### config.mk
export PLATFORM = sky130hd
export DESIGN_NAME = ac_bank
export DESIGN_NICKNAME = d
export VERILOG_FILES = /design/src/rtl/ac_bank.sv
export SDC_FILE = /design/constraint.sdc
export NUM_CORES = 1
export LEC_CHECK = 0
export ABC_CLOCK_PERIOD_IN_PS = 11000
export CORE_ASPECT_RATIO = 0.75
export CORE_MARGIN = 2
export CORE_UTILIZATION = 60
export CTS_CLUSTER_DIAMETER = 50
export DETAILED_ROUTE_END_ITERATION = 7
export GPL_TIMING_DRIVEN = 0
export PLACE_DENSITY = 0.87
export SYNTH_ARGS = -nofsm -noshare
export SYNTH_HDL_FRONTEND = slang
export SYNTH_SLANG_ARGS = --single-unit
### constraint.sdc
create_clock -name clk -period 11 [get_ports clk]
set_input_delay 3.3 -clock clk [delete_from_list [all_inputs] [get_ports clk]]
set_output_delay 3.3 -clock clk [all_outputs]
set_load 0.02 [all_outputs]
### src/rtl/ac_bank.sv
// Accumulator bank: NUM_ACC N-bit accumulators plus the R register, with bus/ALU
// loads, inc/dec/clr and a one-bit-per-cycle shift engine driven by a small FSM.
module ac_bank #(
    parameter int N          = 16,
    parameter int NUM_ACC    = 4,
    parameter int SEL_W      = 4,
    parameter int AC_RD_CODE = 5,
    parameter int R_RD_CODE  = 13,
    localparam int ASW       = $clog2(NUM_ACC),
    localparam int ASH       = $clog2(N) + 1
) (
    input  logic             clk,
    input  logic             rst,
    input  logic [ASW-1:0]   acc_sel,
    input  logic             write_en,
    input  logic [SEL_W-1:0] read_en,
    input  logic [N-1:0]     datain,
    input  logic [N-1:0]     alu_out,
    input  logic             alu_to_ac,
    input  logic             inc_en,
    input  logic             dec_en,
    input  logic             clr_en,
    input  logic             shift_start,
    input  logic             shift_dir,
    input  logic [ASH-1:0]   shift_amt,
    output logic [N-1:0]     dataout,
    output logic [N-1:0]     r_out,
    output logic             zero_flag,
    output logic             carry_flag,
    output logic             busy,
    output logic             done
);

    localparam logic [1:0] ST_IDLE  = 2'd0;
    localparam logic [1:0] ST_SHIFT = 2'd1;
    localparam logic [1:0] ST_DONE  = 2'd2;

    localparam logic [SEL_W-1:0] AC_CODE = SEL_W'(AC_RD_CODE);
    localparam logic [SEL_W-1:0] R_CODE  = SEL_W'(R_RD_CODE);
    localparam logic [ASH-1:0]   CNT_ONE = ASH'(1);

    logic [N-1:0]   acc [NUM_ACC];
    logic [1:0]     state;
    logic [ASH-1:0] cnt;
    logic [ASW-1:0] sh_sel;
    logic           sh_dir;
    logic           carry;
    logic           bus_load;

    assign bus_load   = write_en | (read_en == AC_CODE);
    assign dataout    = acc[acc_sel];
    assign zero_flag  = (dataout == '0);
    assign carry_flag = carry;
    assign busy       = (state != ST_IDLE);
    assign done       = (state == ST_DONE);

    always_ff @(posedge clk) begin
        if (rst) begin
            state  <= ST_IDLE;
            cnt    <= '0;
            sh_sel <= '0;
            sh_dir <= 1'b0;
            carry  <= 1'b0;
            for (int unsigned i = 0; i < NUM_ACC; i++) begin
                acc[i] <= '0;
            end
        end else begin
            case (state)
                ST_IDLE: begin
                    // A shift request pre-empts any accumulator op in the same cycle.
                    if (shift_start) begin
                        sh_sel <= acc_sel;
                        sh_dir <= shift_dir;
                        cnt    <= shift_amt;
                        state  <= (shift_amt == '0) ? ST_DONE : ST_SHIFT;
                    end else if (alu_to_ac) begin
                        acc[acc_sel] <= alu_out;
                    end else if (bus_load) begin
                        acc[acc_sel] <= datain;
                    end else if (clr_en) begin
                        acc[acc_sel] <= '0;
                        carry        <= 1'b0;
                    end else if (inc_en && !dec_en) begin
                        acc[acc_sel] <= acc[acc_sel] + 1'b1;
                        carry        <= (acc[acc_sel] == '1);
                    end else if (dec_en && !inc_en) begin
                        acc[acc_sel] <= acc[acc_sel] - 1'b1;
                        carry        <= (acc[acc_sel] == '0);
                    end
                end
                ST_SHIFT: begin
                    if (sh_dir) begin
                        acc[sh_sel] <= acc[sh_sel] >> 1;
                        carry       <= acc[sh_sel][0];
                    end else begin
                        acc[sh_sel] <= acc[sh_sel] << 1;
                        carry       <= acc[sh_sel][N-1];
                    end
                    cnt <= cnt - CNT_ONE;
                    if (cnt == CNT_ONE) begin
                        state <= ST_DONE;
                    end
                end
                ST_DONE: state <= ST_IDLE;
                default: state <= ST_IDLE;
            endcase
        end
    end

    always_ff @(posedge clk) begin
        if (rst) begin
            r_out <= '0;
        end else if (read_en == R_CODE) begin
            r_out <= datain;
        end
    end

endmodule

==> impl_metrics.prom <==
# TYPE chip_impl_metric gauge
chip_impl_info{name="outcome",value="finished, final reports clean"} 1
chip_impl_metric{name="clk_latency",unit="ps"} 350
chip_impl_metric{name="dr.first_iter.drc_count",unit=""} 698
chip_impl_metric{name="slew_at_the_pin_closest_to_its_max_slew_limit",unit="ps"} 1090
chip_impl_metric{name="postSynth.asyncResetShare",unit="%"} 0
chip_impl_metric{name="core_area",unit="µm²"} 9740
chip_impl_info{name="crit_path_cell_trace",value="clkdlybuf4s50_1 -> buf_2 -> mux4_2 -> clkbuf_1 -> nor3_1 -> nand3_1 -> nor2_1 -> and3_1 -> clkdlybuf4s50_1"} 1
chip_impl_metric{name="post_drt_wl_per_cell",unit="µm"} 23.2
chip_impl_metric{name="timing.max_cap.violations",unit=""} 0
chip_impl_metric{name="timing.clock.skew",unit="ps"} 5.82
chip_impl_info{name="timing.critical_path.mode_cell",value="clkdlybuf4s50_1"} 1
chip_impl_metric{name="maximum_fanout_count_along_the_critical_path",unit=""} 10
chip_impl_metric{name="synth-seq-area-share",unit="%"} 41.5
chip_impl_metric{name="period_minus_ws_final",unit="ps"} 9750
chip_impl_metric{name="p_total",unit="mW"} 0.990
chip_impl_metric{name="clock_input_transition_at_the_sequential_cells_of_the_worst_setup_and_hold_paths",unit="ps"} 70
chip_impl_metric{name="final-seq-area",unit="µm²"} 2500
chip_impl_metric{name="cts-resized-gates",unit=""} 0
chip_impl_metric{name="die_area",unit="µm²"} 10900
chip_impl_info{name="grt_setup_unrepaired",value="false"} 1
chip_impl_metric{name="dp.final_hpwl",unit="µm"} 14300
chip_impl_metric{name="timing.fmax",unit="GHz"} 0.103
chip_impl_info{name="hold_class",value="flop to flop"} 1
chip_impl_info{name="timing.critical_path.to",value="zero_flag"} 1
chip_impl_metric{name="drc_errors",unit=""} 0
chip_impl_metric{name="p_r_area_growth_vs_syn",unit="%"} 21.9
chip_impl_metric{name="maxSlewHeadroom",unit="%"} 27.4
chip_impl_metric{name="placed_cell_area",unit="µm²"} 7060
chip_impl_metric{name="warnings_from_yosys",unit=""} 0
chip_impl_metric{name="ys_seq_elements",unit=""} 93
chip_impl_info{name="layout_common_cells",value="clkdlybuf4s50_1 (84), nand2_1 (72), nor2_1 (66)"} 1
chip_impl_metric{name="grt_antenna_before_repair",unit=""} 0
chip_impl_metric{name="drt_wl_total",unit="µm"} 19600
chip_impl_metric{name="timing.critical_path.slowest_cell_delay",unit="ps"} 600
chip_impl_metric{name="gr-total-overflow",unit=""} 0
chip_impl_metric{name="initial_utilization",unit="%"} 62.0
chip_impl_metric{name="cts.htree.levels",unit=""} 3
chip_impl_metric{name="routed_via_density",unit=""} 6.92
chip_impl_metric{name="n_antenna_cell",unit=""} 0
chip_impl_metric{name="rrSetupSlack",unit="ps"} 7180
chip_impl_metric{name="worstPathRequired",unit="ps"} 7700
chip_impl_info{name="r2r_end",value="acc[1][14]"} 1
chip_impl_metric{name="vdd.ir_drop.worst",unit="mV"} 0.0943
chip_impl_metric{name="cts_post_setup_buffers_inserted",unit=""} 0
chip_impl_metric{name="total_clock_buffers_created_by_cts",unit=""} 9
chip_impl_info{name="yosys_most_used_dff",value="edfxtp_1"} 1
chip_impl_info{name="netlist.top_cell.by_area",value="edfxtp_1"} 1
chip_impl_metric{name="num_io_pins",unit=""} 88
chip_impl_metric{name="syn_nets",unit=""} 666
chip_impl_metric{name="final-max-slew-violation-count",unit=""} 0
chip_impl_metric{name="die_height",unit="µm"} 90.8
chip_impl_info{name="timing.rr.start",value="acc[0][1]"} 1
chip_impl_metric{name="cellPowerDensity",unit="nW/µm²"} 135
chip_impl_metric{name="totalNegativeSetupSlack",unit="ps"} 0
chip_impl_metric{name="vias_in_the_first_global_route",unit=""} 5733
chip_impl_metric{name="leakage",unit="nW"} 2.57
chip_impl_info{name="clockRootBuffer",value="clkbuf_16"} 1
chip_impl_info{name="timing.critical_path.from",value="acc_sel[1]"} 1
chip_impl_metric{name="register_to_register_path_depth",unit=""} 10
chip_impl_metric{name="setup_viol_count_final",unit=""} 0
chip_impl_info{name="cp_slowest_cell",value="clkdlybuf4s50_1"} 1
chip_impl_metric{name="gpl.final_weighted_congestion",unit=""} 0.961
chip_impl_metric{name="num-fill-cells",unit=""} 706
chip_impl_info{name="worst_setup_path_end_kind",value="output pin"} 1
chip_impl_metric{name="timing.final.hold_violations",unit=""} 0
chip_impl_info{name="tritoncts",value="done"} 1
chip_impl_metric{name="cell_count_after_synthesis",unit=""} 609
chip_impl_metric{name="portBuffers",unit=""} 84
chip_impl_metric{name="multiInputGateArea",unit="µm²"} 3230
chip_impl_metric{name="die_width",unit="µm"} 120
chip_impl_metric{name="post_synth_instance_area",unit="µm²"} 6030
chip_impl_metric{name="layout_worst_path_cycle_share",unit="%"} 88.6
chip_impl_metric{name="post_route_cells_drive_above_1_share",unit="%"} 10.8
chip_impl_info{name="synthTopCellsByArea",value="edfxtp_1 (32%), mux4_2 (10%), dfxtp_1 (9.6%)"} 1
chip_impl_metric{name="postRouteAntennaNets",unit=""} 0
chip_impl_info{name="critPathLaunchType",value="input port"} 1
chip_impl_metric{name="cts_hold_repair.buffers",unit=""} 0
chip_impl_metric{name="clock_path_buffers",unit=""} 2
chip_impl_metric{name="overall_track_demand_over_capacity_in_global_routing",unit="%"} 36.6
chip_impl_metric{name="grt_start_max_net_pins",unit=""} 17
chip_impl_metric{name="finish.net_count",unit=""} 762
chip_impl_metric{name="drt-pass1-iter-count",unit=""} 8
chip_impl_info{name="critical_path_class",value="input port to output pin"} 1
chip_impl_info{name="final_common_cell",value="clkdlybuf4s50_1"} 1
chip_impl_metric{name="vias",unit=""} 5824
chip_impl_metric{name="row_count",unit=""} 31
chip_impl_metric{name="synthesized_area_per_cell",unit="µm²"} 9.91
chip_impl_metric{name="yosysUniqueCellTypes",unit=""} 74
chip_impl_metric{name="clkSinkCount",unit=""} 93
chip_impl_metric{name="design_area",unit="µm²"} 7360
chip_impl_metric{name="grt_first_pass_wirelength",unit="µm"} 30300
chip_impl_metric{name="post-synth-top-area-fraction",unit="%"} 31.9
chip_impl_metric{name="worst_ep_arrival",unit="ps"} 6450
chip_impl_metric{name="synth_enable_flop_cells",unit=""} 64
## worst min-delay path by stage
stage,from,endpoint,slack [ps],cells past startpoint
2_1_floorplan,cnt[0],cnt[0],470,2
3_3_place_gp,r_out[8],r_out[8],450,2
3_5_place_dp,r_out[1],r_out[1],450,2
4_1_cts,r_out[1],r_out[1],460,2
5_1_grt,r_out[13],r_out[13],480,2
6_report,r_out[1],r_out[1],460,2
## state kept, by name, summed over array words and instances (netlist names), named ones only
name / cells
cnt: 5
acc: 64
sh_sel: 2
r_out: 16
state: 2
sh_dir: 1
carry_flag: 1
## area by class of cell
class	instances	area share [%]
Buffer	43	2.84
Clock buffer	11	3.16
Clock inverter	5	0.918
Inverter	25	1.28
Multi-Input combinational cell	448	43.9
Sequential cell	93	34.0
Tap cell	132	2.24
Timing Repair Buffer	85	11.6
## worst max-delay path, delay by kind of cell
kind                   cells  cell delay (ps)
multiplexers               1              430
AND/OR/NAND/NOR            4             1040
buffers and inverters      4             1680
## report_power, final
group          internal (mW)  switching (mW)
sequential             0.403          0.0144
combinational         0.0990           0.149
clock                  0.180           0.145
## synth_stat cells, drive strengths merged, types with 8 or more instances
cell type   n
a21oi      48
a221o       9
a31oi      11
buf        12
clkbuf     31
dfxtp      29
edfxtp     64
inv        25
mux2        8
mux2i      19
mux4       30
nand2      72
nand2b      9
nand3      13
nand4       9
nor2       67
nor3       17
nor4       10
o21ai      21
or4         9
## per-stage QoR
| step | instances | hold slack [ps] | utilization (%) | worst slack, ps |
|---|---|---|---|---|
| after global placement | 825 | 446 | 72.3 | 1400 |
| final | 842 | 457 | 75.6 | 1250 |
| after global routing | 842 | 476 | 75.6 | 1180 |
| after CTS | 842 | 457 | 75.6 | 1430 |
| after detailed placement | 826 | 448 | 72.5 | 1450 |
| after floorplan | 609 | 475 | - | 2620 |
## metal layers
metal	up-vias	share of wire [%]	GRT usage, %
met5	-	0	0
met4	0	3.4	15.8
met3	68	13	10.1
met2	456	46	56.7
met1	2782	37	48.4
li1	2518	-	-
## cells by family after synthesis
group                    synth area share (%)
XOR/XNOR                                0.581
flip-flops                               41.5
buffers and inverters                    5.02
AO/OA/AOI/OAI                            15.9
adder cells (fa/ha/maj)                  1.04
AND/OR/NAND/NOR                          19.9
multiplexers                             16.0
(Power assumes the default switching activity.)
